### src/rtl/layer_csr_sequencer.sv
// rtl/layer_csr_sequencer.sv - per-layer CSR weight sequencer with spike AER FIFO
module layer_csr_sequencer #(
    parameter int NUM_NEURONS = 40,
    parameter int NUM_STEPS   = 4,
    parameter int CSR_ADDR_W  = 14,
    parameter int VOL_W       = 16,
    parameter int INIT_VOL    = 0,
    parameter int AER_DEPTH   = 8,
    localparam int NW = $clog2(NUM_NEURONS + 1),
    localparam int SW = (NUM_STEPS > 1) ? $clog2(NUM_STEPS) : 1
) (
    input  logic                  clk,
    input  logic                  rst_n,
    input  logic                  start,
    output logic [NW-1:0]         offset_addr,
    input  logic [CSR_ADDR_W-1:0] offset_value,
    output logic [NW-1:0]         vol_addr,
    output logic                  vol_init_wr,
    output logic [VOL_W-1:0]      init_vol,
    output logic                  load_voltage,
    output logic [CSR_ADDR_W-1:0] csr_addr,
    output logic                  w_n_a_valid,
    output logic                  export_voltage,
    input  logic                  spk,
    output logic                  aer_valid,
    output logic [SW+NW-1:0]      aer_data,
    input  logic                  aer_ready,
    output logic                  aer_overflow,
    output logic                  busy,
    output logic                  step_done,
    output logic                  layer_done
);
    localparam int AW = $clog2(AER_DEPTH);
    localparam logic [NW-1:0] LAST_N   = NW'(NUM_NEURONS - 1);
    localparam logic [SW-1:0] LAST_S   = SW'(NUM_STEPS - 1);
    localparam logic [AW:0]   FULL_CNT = (AW + 1)'(AER_DEPTH);

    typedef enum logic [3:0] {
        IDLE, INIT, FETCH0, FETCH1, LOAD, ACCUM, EXPORT, SPKCAP, STEPEND, DONE
    } state_t;

    state_t                state_q, state_d;
    logic [NW-1:0]         n_q, n_d;
    logic [SW-1:0]         s_q, s_d;
    logic [CSR_ADDR_W-1:0] lo_q, lo_d, hi_q, hi_d, addr_q, addr_d;
    logic [SW+NW-1:0]      mem_q [AER_DEPTH];
    logic [SW+NW-1:0]      mem_d [AER_DEPTH];
    logic [AW-1:0]         wr_q, wr_d, rd_q, rd_d;
    logic [AW:0]           cnt_q, cnt_d;
    logic                  ovf_q, ovf_d, ovf_clr;
    logic                  push, pop, full;

    always_comb begin
        state_d        = state_q;
        n_d            = n_q;
        s_d            = s_q;
        lo_d           = lo_q;
        hi_d           = hi_q;
        addr_d         = addr_q;
        ovf_clr        = 1'b0;
        offset_addr    = '0;
        vol_addr       = '0;
        vol_init_wr    = 1'b0;
        init_vol       = '0;
        load_voltage   = 1'b0;
        csr_addr       = '0;
        w_n_a_valid    = 1'b0;
        export_voltage = 1'b0;
        step_done      = 1'b0;
        layer_done     = 1'b0;
        case (state_q)
            IDLE: begin
                if (start) begin
                    ovf_clr = 1'b1;
                    n_d     = '0;
                    s_d     = '0;
                    state_d = INIT;
                end
            end
            INIT: begin
                vol_init_wr = 1'b1;
                init_vol    = VOL_W'(INIT_VOL);
                vol_addr    = n_q;
                if (n_q == LAST_N) begin
                    n_d     = '0;
                    state_d = FETCH0;
                end else begin
                    n_d = n_q + NW'(1);
                end
            end
            FETCH0: begin
                state_d = FETCH1;
            end
            FETCH1: begin
                lo_d        = offset_value;
                offset_addr = n_q + NW'(1);
                state_d     = LOAD;
            end
            LOAD: begin
                // Branch on the live row pointer; hi_q only holds it from next cycle.
                hi_d         = offset_value;
                load_voltage = 1'b1;
                vol_addr     = n_q;
                addr_d       = lo_q;
                state_d      = (offset_value > lo_q) ? ACCUM : EXPORT;
            end
            ACCUM: begin
                w_n_a_valid = 1'b1;
                csr_addr    = addr_q;
                vol_addr    = n_q;
                addr_d      = addr_q + CSR_ADDR_W'(1);
                if (addr_q == hi_q - CSR_ADDR_W'(1)) begin
                    state_d = EXPORT;
                end
            end
            EXPORT: begin
                export_voltage = 1'b1;
                vol_addr       = n_q;
                state_d        = SPKCAP;
            end
            SPKCAP: begin
                // Next neuron's start pointer is this one's end; fetch only its end.
                if (n_q != LAST_N) begin
                    n_d         = n_q + NW'(1);
                    lo_d        = hi_q;
                    offset_addr = n_q + NW'(2);
                    state_d     = LOAD;
                end else begin
                    state_d = STEPEND;
                end
            end
            STEPEND: begin
                step_done = 1'b1;
                if (s_q != LAST_S) begin
                    s_d     = s_q + SW'(1);
                    n_d     = '0;
                    state_d = FETCH0;
                end else begin
                    state_d = DONE;
                end
            end
            DONE: begin
                layer_done = 1'b1;
                state_d    = IDLE;
            end
            default: state_d = IDLE;
        endcase
    end

    assign push = (state_q == SPKCAP) && spk;
    assign pop  = aer_valid && aer_ready;
    assign full = (cnt_q == FULL_CNT);

    always_comb begin
        mem_d = mem_q;
        wr_d  = wr_q;
        rd_d  = rd_q;
        cnt_d = cnt_q;
        ovf_d = ovf_q;
        if (ovf_clr) begin
            ovf_d = 1'b0;
        end
        if (push && full && !pop) begin
            ovf_d = 1'b1;
        end else if (push) begin
            mem_d[wr_q] = {s_q, n_q};
            wr_d        = wr_q + AW'(1);
            if (!pop) begin
                cnt_d = cnt_q + (AW + 1)'(1);
            end
        end else if (pop) begin
            cnt_d = cnt_q - (AW + 1)'(1);
        end
        if (pop) begin
            rd_d = rd_q + AW'(1);
        end
    end

    always_ff @(posedge clk or negedge rst_n) begin
        if (!rst_n) begin
            state_q <= IDLE;
            n_q     <= '0;
            s_q     <= '0;
            lo_q    <= '0;
            hi_q    <= '0;
            addr_q  <= '0;
            wr_q    <= '0;
            rd_q    <= '0;
            cnt_q   <= '0;
            ovf_q   <= 1'b0;
            for (int i = 0; i < AER_DEPTH; i++) begin
                mem_q[i] <= '0;
            end
        end else begin
            state_q <= state_d;
            n_q     <= n_d;
            s_q     <= s_d;
            lo_q    <= lo_d;
            hi_q    <= hi_d;
            addr_q  <= addr_d;
            wr_q    <= wr_d;
            rd_q    <= rd_d;
            cnt_q   <= cnt_d;
            ovf_q   <= ovf_d;
            mem_q   <= mem_d;
        end
    end

    assign aer_valid    = (cnt_q != '0);
    assign aer_data     = mem_q[rd_q];
    assign aer_overflow = ovf_q;
    assign busy         = (state_q != IDLE);

endmodule
### config.mk
export PLATFORM = sky130hd
export DESIGN_NAME = layer_csr_sequencer
export DESIGN_NICKNAME = d
export VERILOG_FILES = /design/src/rtl/layer_csr_sequencer.sv
export SDC_FILE = /design/constraint.sdc
export NUM_CORES = 1
export LEC_CHECK = 0
export ABC_AREA = 1
export BUFFER_PORTS_ARGS = -buffer_cell sky130_fd_sc_hd__buf_4
export CAP_MARGIN = 40
export CORE_MARGIN = 1.5
export CORE_UTILIZATION = 55
export CTS_BUF_LIST = sky130_fd_sc_hd__clkbuf_8
export CTS_CLUSTER_DIAMETER = 50
export CTS_CLUSTER_SIZE = 40
export DETAILED_ROUTE_END_ITERATION = 8
export GPL_ROUTABILITY_DRIVEN = 0
export HOLD_SLACK_MARGIN = 0.05
export PLACE_DENSITY = 0.75
export SYNTH_ARGS = -nofsm -noshare
export SYNTH_HDL_FRONTEND = slang
export SYNTH_SLANG_ARGS = --single-unit
export TNS_END_PERCENT = 100
### constraint.sdc
create_clock -name clk -period 2.47 [get_ports clk]
set_input_delay 0.1235 -clock clk [delete_from_list [all_inputs] [get_ports clk]]
set_output_delay 0.1235 -clock clk [all_outputs]
set_load 0.02 [all_outputs]
==> results of run 1 <==
final timing paths:
check | startpoint | to | slack, ns
min reg2reg | mem_q[37]$_DFFE_PN0P_ | mem_q[37]$_DFFE_PN0P_ | 0.48
min in group clk | start | aer_overflow$_DFFE_PN0P_ | 0.13
min | rst_n | mem_q[6]$_DFFE_PN0P_ | 0.09
max | state_q[3]$_DFFE_PN0P_ | offset_addr[3] | 0.18
max in group asynchronous | rst_n | state_q[0]$_DFFE_PN0P_ | 1.66
max reg2reg | n_q[0]$_DFFE_PN0P_ | lo_q[5]$_DFFE_PN0P_ | 0.41
registers in the layout (all words and copies together) (netlist names), 2 cells and up:
name / flops
mem_q: 64
wr_q: 3
cnt_q: 4
n_q: 6
rd_q: 3
addr_q: 14
s_q: 2
hi_q: 14
state_q: 4
lo_q: 14
per-layer routing:
layer	global-route usage (%)	vias to the layer above
li1	-	3209
met5	0	-
met4	9.15	0
met3	6.20	26
met2	41.2	190
met1	37.4	3049
where the power goes:
group | internal [uW] | switching, uW | leakage [uW]
Sequential | 2750 | 553 | 0.00169
Combinational | 1860 | 3370 | 0.00213
Clock | 1020 | 835 | 0.000214
Total | 5630 | 4760 | 0.00404
per-stage QoR:
| step | utilization [%] | cell area, sq um | hold slack (ns) |
|---|---|---|---|
| 2_1_floorplan | - | 7330 | -0.172 |
| 5_1_grt | 66.1 | 8450 | 0.0829 |
| 6_report | 66.1 | 8450 | 0.0918 |
| 3_3_place_gp | 61.5 | 7860 | 0.0274 |
| 4_1_cts | 66.1 | 8440 | 0.0773 |
| 3_5_place_dp | 61.5 | 7860 | 0.0244 |
cells by family after synthesis:
family | synth area share, %
buffers and inverters | 8.45
flip-flops | 44.4
AND/OR/NAND/NOR | 22.5
other | 0.0516
adder cells (fa/ha/maj) | 4.23
AO/OA/AOI/OAI | 17.2
multiplexers | 0.292
XOR/XNOR | 2.89
cell type report:
class / count / area (sq um)
sequential: 129 / 3230
inverter: 96 / 364
multi-input combinational: 676 / 3490
fill: 1103 / 4330
clock buffer: 22 / 303
timing repair buffer: 91 / 738
tap: 172 / 215
clock inverter: 10 / 106
cells in the final DEF, fill, tap and decap left out, drive strengths merged:
master	netlist	routed
nor3	9	9
mux2i	1	1
o32ai	1	1
xnor2	5	5
clkbuf	19	22
nor4	2	2
nand2	189	189
dfrtp	129	129
a22oi	2	2
nor2	137	137
bufinv	0	2
o31ai	1	1
a221oi	1	1
dlygate4sd3	0	17
o2111ai	2	2
conb	1	16
nand3	37	37
o21bai	1	1
fa	1	1
a21oi	15	15
buf	27	74
nand3b	3	3
xor2	19	19
a32oi	1	1
o211ai	17	17
o221ai	4	4
a31oi	8	8
o22ai	18	18
clkinv	2	9
o21ai	152	152
mux2	1	1
inv	94	93
clkinvlp	0	2
nand4	6	6
ha	23	23
or2	2	2
a21o	2	2
timing repair:
| action | 4_1_cts | 5_1_grt |
|---|---|---|
| gates resized for setup | 0 | 3 |
| hold buffers | 17 | 0 |
| endpoints found under the hold margin | 160 | 0 |
| endpoints found under the setup margin | 0 | 4 |
synth_stat cells (all sizes together):
cell       n
a21o       2
clkbuf    19
o21ai    152
clkinv     2
conb       1
nand4      6
inv       94
o22ai     18
buf       27
a221oi     1
dfrtp    129
nor2     137
mux2i      1
ha        23
nand3     37
o32ai      1
xor2      19
a32oi      1
nor3       9
or2        2
o2111ai    2
a31oi      8
a22oi      2
fa         1
o21bai     1
o31ai      1
a21oi     15
nor4       2
mux2       1
nand2    189
xnor2      5
nand3b     3
o211ai    17
o221ai     4
critical path, cell delays in order, from the launching register on:
cell and delay, ns:
dfrtp_1 0.41, inv_2 0.11, nand2_2 0.13, nor2_8 0.17, inv_1 0.15, nor2_2 0.17
inv_1 0.13, o32ai_1 0.25, buf_4 0.19
==> run summary, run 1 <==
The worst path uses 92.9% of the clock period. The flow ran to the end, and the final reports show no timing, DRC or antenna violations. The average wire per cell in the routed design came out at 14.9 um. The cell area that synthesis handed to floorplanning was 7270 sq um. Detailed placement ended at an HPWL of 12,500 um. In this run the number of H-tree levels came out at 4. The floorplan step set the die height to 118 um. The critical path startpoint category was a flop.

The routed design could run at a clock period as short as 2.29 ns. The layout overhead on the synthesized area is 16.2%, and the overall power is 10,400 uW. Timing analysis after detailed placement gives a worst setup slack of 0.418 ns. TritonCTS built the clock tree. The critical path endpoint category was a primary output.

The via density per instance works out to 5.41. The tools report the largest net degree at the start of global routing as 82. The arrival time of data at the critical path endpoint is 2.17 ns.

Sorting the synthesized cells by area gives the leading types as dfrtp_1 44%, nand2_1 9.2%, o21ai_0 8.9%, nor2_1 6.9%, inv_1 4.7%. In this run the remaining antenna-violating nets after routing total 0. Fraction of the yosys area taken by sequential cells: 44.4%. The total overflow left after global routing is 0. The peak clock frequency supported by timing is 436 MHz. In the routed design, unresolved DRC markers number 0. The met3 routed wirelength was 943 um; the ratio of cells with drive above 1 in the final layout was 13.0%.

Clock-pin slew was measured on the worst setup and hold paths at 0.07 ns. The average size of a mapped cell works out to 7.80 sq um. The detailed router put a total of 8600 um of wire on met1. The total routed wirelength was 17,800 um; the endpoint required time on the critical path was 2.35 ns. The first detailed-routing pass took 7 iterations. The number of warnings issued by yosys was 0; the cell count of the worst reg-to-reg path was 10.

In this run, synthesis produced a sequential element count of 129. Counting along the longest clock path gives a buffer depth of 2. The critical path is of the reg -> out type. The setup TNS after final layout came out at 0 ns.

For this block, the initial DRC count from the detailed router was 548. The tool flagged a number of max-cap violations equal to 0. The site row count was 41; the number of hold-slack violations in the final timing report was 0. Summed over all nets, wire length on met2 after detailed routing comes to 7910 um.

0 antenna diodes ended up in the layout. Post-layout worst setup margin: 0.177 ns. The distinct cell type count of the synthesized netlist was 43. At the pin with the least slew margin, the transition time is 0.595 ns. Clock tree synthesis inserted a total of 17 buffers. The logs give 0 for the total count of max-transition violations in the final report and 6,043 for the via count of the first global-routing pass. In this run the static leakage power is 0.00404 uW.

The count of pins on the block boundary was 78. In this run the biggest area consumer among cell types represents 44.4% of the synthesized area. Setup violations remaining at the end of the flow were counted as 0. Once the floorplan was initialized, standard cells occupied 56.9% of the core. After clock tree synthesis, the setup repair step added 0 buffers.

The tightest min-delay check is of the in -> async type. Once layout is complete, the cells apart from fillers number 1,196. Of all cell types, the one taking the most synthesized area is dfrtp_1. From left edge to right edge, the die measures 118 um. At the end of the flow, the number of nets in the layout was 1,054. The root buffer cell chosen for the clock tree is clkbuf_8.

The total placed cells including tap cells was 1,147; the maximum fanout encountered on the critical timing path was 7. First-pass GRT wire length: 29,700 um. Dividing total power by cell area gives a power density of 1230 nW/um^2. The logs give 12,800 sq um for the area of the core and 0 for the number of antenna violations at the first check in global routing. After technology mapping, the gate count stands at 932. The count of input and output buffers works out to 61. The clock network latency to the later pin of the worst-skew pair is 0.45 ns, and the remaining max-slew budget at the tightest pin is 59.9%. The tree built by TritonCTS fans out to 129 sinks.

The top routing layer in use was met4. Setup repair after global routing left no endpoint under its margin. Detailed routing inserted a total of 6,474 vias. The worst ir drop on vdd was 821 uV. The logs give 13,900 sq um for the floorplan die area and 26.8% for the global routing usage summed across all routing layers. Between clock sinks in the finished design, the worst skew comes to 0.0104 ns.
No activity file was read; power rests on OpenSTA's default activity.
==> run 2, diff against run 1 <==
Settings changed: REMOVE_ABC_BUFFERS set to 1.
==> run 2 against run 1 <==
Net effect: clock power decreased by 8%; sequential share of layout area increased by 0.13 points; hold slack got worse by 0.022 ns; critical path depth increased by 1; clock-buffer cell count decreased by 3; cell count about the same; global-route usage increased by 1.7 points; sequential cell count unchanged.
==> run summary, run 2 (same netlist as run 1, synthesis figures left out) <==
The die covers 13,900 sq um. The floorplan step set the die width to 118 um. The floorplan has 41 rows. The run finished with clean final reports.

The tool flagged a number of max-cap violations equal to 0. The slew of the pin with the lowest slew margin was 0.631 ns; the number of hold-slack violations in the final timing report was 0. The DRC violation count after routing is 0, and the count of input and output buffers is 61.

The cell depth of the worst min-delay path is 4. The run gives 10,300 uW as the overall power. The first-pass GRT wire length was 31,700 um. Clock transition at the registers of the reported paths: 0.07 ns. The signal on the critical path passes through ha_1 -> nand2_1 -> inv_1 -> nand4_1 -> inv_1 -> nor2_2 -> inv_2 -> o22ai_1 -> buf_4. Once the floorplan was initialized, standard cells occupied 56.9% of the core. Number of flip-flops in the largest register: 64. Cells with a size suffix above 1 make up 12.6% of the layout. Counting the fill cells in the layout gives 1,142. The clock period minus worst slack was 2.28 ns. Critical path startpoint category: a flop. The run gives 772 as the violation count after the first detailed-route iteration. The register with the most flip-flops was mem_q. Measured against its own limit, the worst slew margin works out to 57.9%.

The clock tree synthesis step divided the H-tree into 4 levels. The logs give 17 for the number of CTS-inserted buffers and 3230 sq um for the combined flip-flop and latch cell area. Global routing used 28.5% of the available tracks. TritonCTS built the clock tree. The region available for standard cell placement spans 12,800 sq um.

STA classifies the critical path endpoint as a primary output. Counting along the longest clock path gives a buffer depth of 2. Data on the critical path is required at its endpoint by 2.35 ns. In the final routed layout, each cell accounts on average for 15.5 um. Timing would allow up to 439 MHz. Entering global routing, the biggest net connects 47 pins.

The critical path crosses 9 cells after its start point. The worst ir drop on vdd was 655 uV. The area growth from synthesis to layout is 15.7%. In this design, the largest share of critical-path delay is due to flip-flops. The setup path with the least slack is of type reg -> out. The cell that appears most often on the critical path is inv_1. The slowest stage of the critical path belongs to the cell dfrtp_1. The routed layout has 6,570 vias. Total routed wirelength: 18,600 um. The largest single stage delay on the critical path is 0.46 ns.

The number of buffers and inverters on the critical path is 4. The via count of the first global-routing pass was 6,225. The worst hold path belongs to the class in -> reg. The first TritonRoute pass finished after 6 iterations. The post-detailed-placement half-perimeter wirelength is 13,300 um, and the total power divided by cell area is 1220 nW/um^2.

The logs give 0 for the number of antenna violations at the first check in global routing and 0 for the count of antenna-violating nets left after detailed routing. In this run the worst path has a maximum fanout of 7. Summing all multi-input logic gate instances after layout gives 3500 sq um. In this run the count of I/O pins placed on the die edge is 78. Leaving out fill and tap cells, the most frequent cells in the layout are 179 x nand2_1, 132 x nor2_1, 129 x o21ai_0, 129 x dfrtp_1, 94 x inv_1. The most common cell after layout, fill and taps aside is nand2_1. The final period utilization works out to 92.1%. The tools report the final count of negative-setup-slack endpoints as 0.

The total count of max-transition violations in the final report was 0; the design area was 8420 sq um. The clock network latency to the later pin of the worst-skew pair is 0.46 ns. The root buffer cell chosen for the clock tree is clkbuf_8.

For this run, the post-layout net count is 1,057. The run gives 7860 sq um as the instance area after placement. The vertical die dimension was 118 um; the cell count of the worst reg-to-reg path was 11. Setup repair after global routing left no endpoint under its margin.

Using the TritonRoute via totals, the vias-per-cell ratio works out to 5.49. In this run, placement finished with an instance count of 1,149. The number of sinks driven by the clock tree was 129; the leakage power summed over all cells was 0.00404 uW. After the flow finishes, the layout carries non-filler instances totaling 1,197. The setup skew after layout came out at 0.00825 ns. Global routing finished with a remaining overflow of 0. At the worst endpoint, the arrival time is 2.15 ns. The run gives 0 as the antenna diode count.
## run 2: cell types whose count changed in the layout (fill, tap and decap cells not counted), sizes merged
cell / delta
buf: +3
inv: +5
clkinv: -4
clkbuf: -3
## run 2: repair_timing
action / CTS / global route
endpoints found under the hold margin: 69 / 0
pin swaps: 1 / 0
gates resized for setup: 0 / 4
endpoints found under the setup margin: 1 / 4
buffers inserted: 1 / 0
hold buffers: 17 / 0
## run 2: area by class of cell
| class | count | share of cell area, % |
|---|---|---|
| Multi-Input combinational cell | 676 | 41.6 |
| Clock inverter | 11 | 1.20 |
| Clock buffer | 19 | 3.11 |
| Timing Repair Buffer | 94 | 8.89 |
| Sequential cell | 129 | 38.4 |
| Inverter | 96 | 4.33 |
| Tap cell | 172 | 2.56 |
## run 2: worst reg2reg max path, cell delays in order, from the launching register on
cell	delay, ns
dfrtp_1	0.42
inv_2	0.12
nand2_2	0.13
nor2_8	0.13
buf_4	0.22
nand2_4	0.11
ha_1	0.29
a21o_1	0.15
a21oi_1	0.14
xor2_1	0.16
nand2_1	0.08
xor2_1	0.17
## run 2: power by group
part / switching [uW] / internal, uW / total, uW
Combinational: 3400 / 1860 / 5260
Sequential: 571 / 2750 / 3320
Clock: 804 / 913 / 1720
Total: 4780 / 5530 / 10300
## run 2: worst paths after layout
check                                        from                       end  slack, ns
setup reg to reg           state_q[3]$_DFFE_PN0P_      cnt_q[3]$_DFFE_PN0P_       0.23
setup / recovery               n_q[0]$_DFFE_PN0P_            offset_addr[5]       0.19
hold / removal                              start  aer_overflow$_DFFE_PN0P_       0.07
hold reg to reg             mem_q[52]$_DFFE_PN0P_     mem_q[52]$_DFFE_PN0P_       0.48
max in group asynchronous                   rst_n    state_q[2]$_DFFE_PN0P_       1.52
min in group asynchronous                   rst_n     mem_q[23]$_DFFE_PN0P_       0.21
## run 2: per-layer routing
layer	track usage [%]	routed length, um	vias to the layer above
li1	-	-	3223
met4	10.1	343	0
met2	45.0	8570	237
met1	39.4	8640	3074
met3	5.43	1050	36
met5	0	0	-
## run 2: metrics by stage
step | util, % | hold WS, ns | TNS [ns] | setup WS, ns
2_1_floorplan | - | -0.172 | -0.137 | -0.137
6_report | 65.9 | 0.0694 | 0 | 0.194
5_1_grt | 65.9 | 0.0877 | 0 | 0.0281
4_1_cts | 65.8 | 0.0618 | 0 | 0.0714
3_3_place_gp | 61.5 | 0.173 | 0 | 0.384
3_5_place_dp | 61.5 | 0.176 | 0 | 0.277
==> run 3, diff against run 2 <==
Clock period 2.47 ns to 2.2 ns, I/O delays scaled along.
==> run 3 against run 2 <==
Net effect: die area unchanged; core utilization grew 1.6 points; sequential share of layout area shrank 0.89 points; via count rose by 0.65%; worst setup slack worse by 0.11 ns; register-to-register slack worse by 0.04 ns; non-clock buffer count rose by 10; combinational power is 16% higher; global-route usage fell by 0.39 points; hold slack improved by 0.040 ns.
==> run summary, run 3 (same netlist as run 1, synthesis figures left out) <==
For this design the top-level I/O count stands at 78. For the number of antenna violations at the first check in global routing, the log shows 0. The number of antenna diodes in the final layout is 0. Across the whole layout, storage elements account for 3230 sq um. From bottom edge to top edge, the die measures 118 um. The total power divided by cell area works out to 1390 nW/um^2. Hold is met by 0.109 ns. The endpoint identified for the worst register-to-register timing path is n_q[1]$_DFFE_PN0P_. The number of nets in the layout was 1,069. The count of input and output buffers works out to 61. For the pin with the worst max-slew slack, the measured transition is 0.655 ns. The register with the most flip-flops was mem_q. For the first-pass GRT wire length, the log shows 31,100 um. The floorplan has 41 rows. The remaining max-slew budget at the tightest pin was 56.3%. The total routed wirelength is 18,700 um, and the filler cell count in the final layout is 1,086. Number of hold-slack violations in the final timing report: 0. Once detail routing completed, the nets flagged for antenna violations numbered 0. The tools report the hold path endpoint as aer_overflow$_DFFE_PN0P_.

The logs give 17 for the number of CTS-inserted buffers and 743 uV for the worst ir drop on vdd. The logs give 0 for the total count of max-transition violations in the final report and 6,274 for the via count of the first global-routing pass. Entering global routing, the biggest net connects 50 pins. In this run the clock root is driven by a clkbuf_8.

The cell depth of the worst min-delay path was 4; the violation count after the first detailed-route iteration was 526. The clock reaches the later pin of the worst-skew pair after 0.45 ns. The path class of the lowest-slack min-delay path was in -> reg.

In the routed layout, each cell is associated on average with a via count of 5.46. The initial utilization of the core area, before any placement, comes to 56.9%. The maximum clock insertion buffer count came out at 2.

At the worst endpoint, the required time is 2.09 ns. The slack of the worst reg-to-reg path is 0.19 ns, and the final standard cell utilization of the core is 67.5%. The worst register-to-register path begins at state_q[1]$_DFFE_PN0P_. Area of combinational cells with multiple inputs: 3530 sq um.

The leakage power summed over all cells was 0.00410 uW. TritonCTS built the clock tree. The run finished with clean final reports.

Relative to the synthesized area, the layout overhead comes to 18.6%. Counting cells, the worst reg-to-reg path comes to 7. The peak clock frequency supported by timing is 472 MHz. The tools report the critical path endpoint category as a primary output. The tools report the critical hold path startpoint as start. Leaving out fill and tap cells, the most frequent cell in the layout is nand2_1. STA puts the critical path data arrival time at 2.01 ns. Global routing finished with a remaining overflow of 0. Setup violations remaining at the end of the flow were counted as 0. The global routing usage summed across all routing layers is 28.1%.

The clock period minus worst slack was 2.12 ns; the DRC violation count after routing was 0. The logs give 0 for the count of maximum capacitance violations and 12,800 sq um for the area of the core. The run gives 13,900 sq um as the floorplan die area. After detailed routing, the average wire length per cell comes to 15.4 um.

Leaving out fill and tap cells, the most frequent cells in the layout are 178 x nand2_1, 129 x nor2_1, 128 x o21ai_0. The register with the most flip-flops in the layout has 64 of them. The final period utilization was 96.2%.

The maximum fanout encountered on the critical timing path was 3; the setup skew after layout was 0.00880 ns. Classification of the worst setup path: reg -> out. The clock tree synthesis step divided the H-tree into 4 levels. The total via count in the routed design was 6,613; the die width was 118 um.

For this run, the detailed router's first-pass iteration total came to 5. In the final layout, the share of cells above drive strength 1 is 15.2%. The critical path startpoint category is a flop. Once detailed placement completed, the half-perimeter wirelength came to 13,100 um. The setup TNS after final layout is 0 ns. Clock-pin slew was measured on the worst setup and hold paths at 0.08 ns.

For this design, the sink count on the clock tree is 129.
==> run 3: cell count changes in the layout (fill, tap and decap cells not counted), sizes merged <==
cell      change
buf          +10
bufinv        +1
clkbuf        -1
clkinv        +2
clkinvlp      +5
inv           -3
==> run 3: layer usage <==
layer | global-route usage, % | share of wire (%)
met1 | 37.5 | 44
met2 | 46.0 | 49
met3 | 4.89 | 6.1
met4 | 10.5 | 1.2
met5 | 0 | 0
==> run 3: timing repair <==
item	4_1_cts	5_1_grt
endpoints found under the hold margin	76	0
setup buffers	2	3
endpoints found under the setup margin	5	14
resized for setup	4	20
pin swaps	1	2
gates cloned	0	2
hold buffers	17	0
==> run 3: worst max-delay path by stage <==
stage,to,cells after the start,from,slack [ns]
2_1_floorplan,addr_q[12]$_DFFE_PN0P_,11,state_q[0]$_DFFE_PN0P_,-0.41
3_3_place_gp,cnt_q[3]$_DFFE_PN0P_,10,state_q[3]$_DFFE_PN0P_,0.26
3_5_place_dp,cnt_q[3]$_DFFE_PN0P_,10,state_q[3]$_DFFE_PN0P_,0.23
4_1_cts,offset_addr[3],9,n_q[1]$_DFFE_PN0P_,0.02
5_1_grt,offset_addr[3],8,state_q[3]$_DFFE_PN0P_,-0.02
6_report,offset_addr[5],9,n_q[1]$_DFFE_PN0P_,0.08
==> run 3: area by class of cell <==
cell class              instances  area share [%]
clock inverters                14            1.92
clock buffers                  18            2.87
multi-input cells             676            41.0
repair buffers                104            9.88
well taps                     172            2.50
flip-flops and latches        129            37.5
repair inverters                2           0.145
inverters                      96            4.27
==> run 3: stage by stage <==
stage	setup slack (ns)	std cells	cell area [sq um]	total power, uW
after global placement	0.260	1155	7920	9540
after global routing	-0.0172	1211	8620	13000
after floorplan	-0.407	901	7080	7640
after CTS	0.0232	1206	8530	11800
final	0.0830	1211	8620	12000
after detailed placement	0.230	1155	7920	9630
==> run 3: report_power, final <==
part           switching (uW)  total (uW)  internal (uW)
clock network             980        2120           1140
registers                 635        3730           3090
logic                    3880        6120           2240
total                    5500       12000           6480
==> run 3: critical path: stages (launching register included) <==
cell	delay [ns]
dfrtp_1	0.40
buf_4	0.13
ha_2	0.17
nand2_2	0.07
nor2_2	0.10
xor2_1	0.23
nand2_1	0.10
o21ai_2	0.09
o22ai_2	0.11
buf_6	0.15
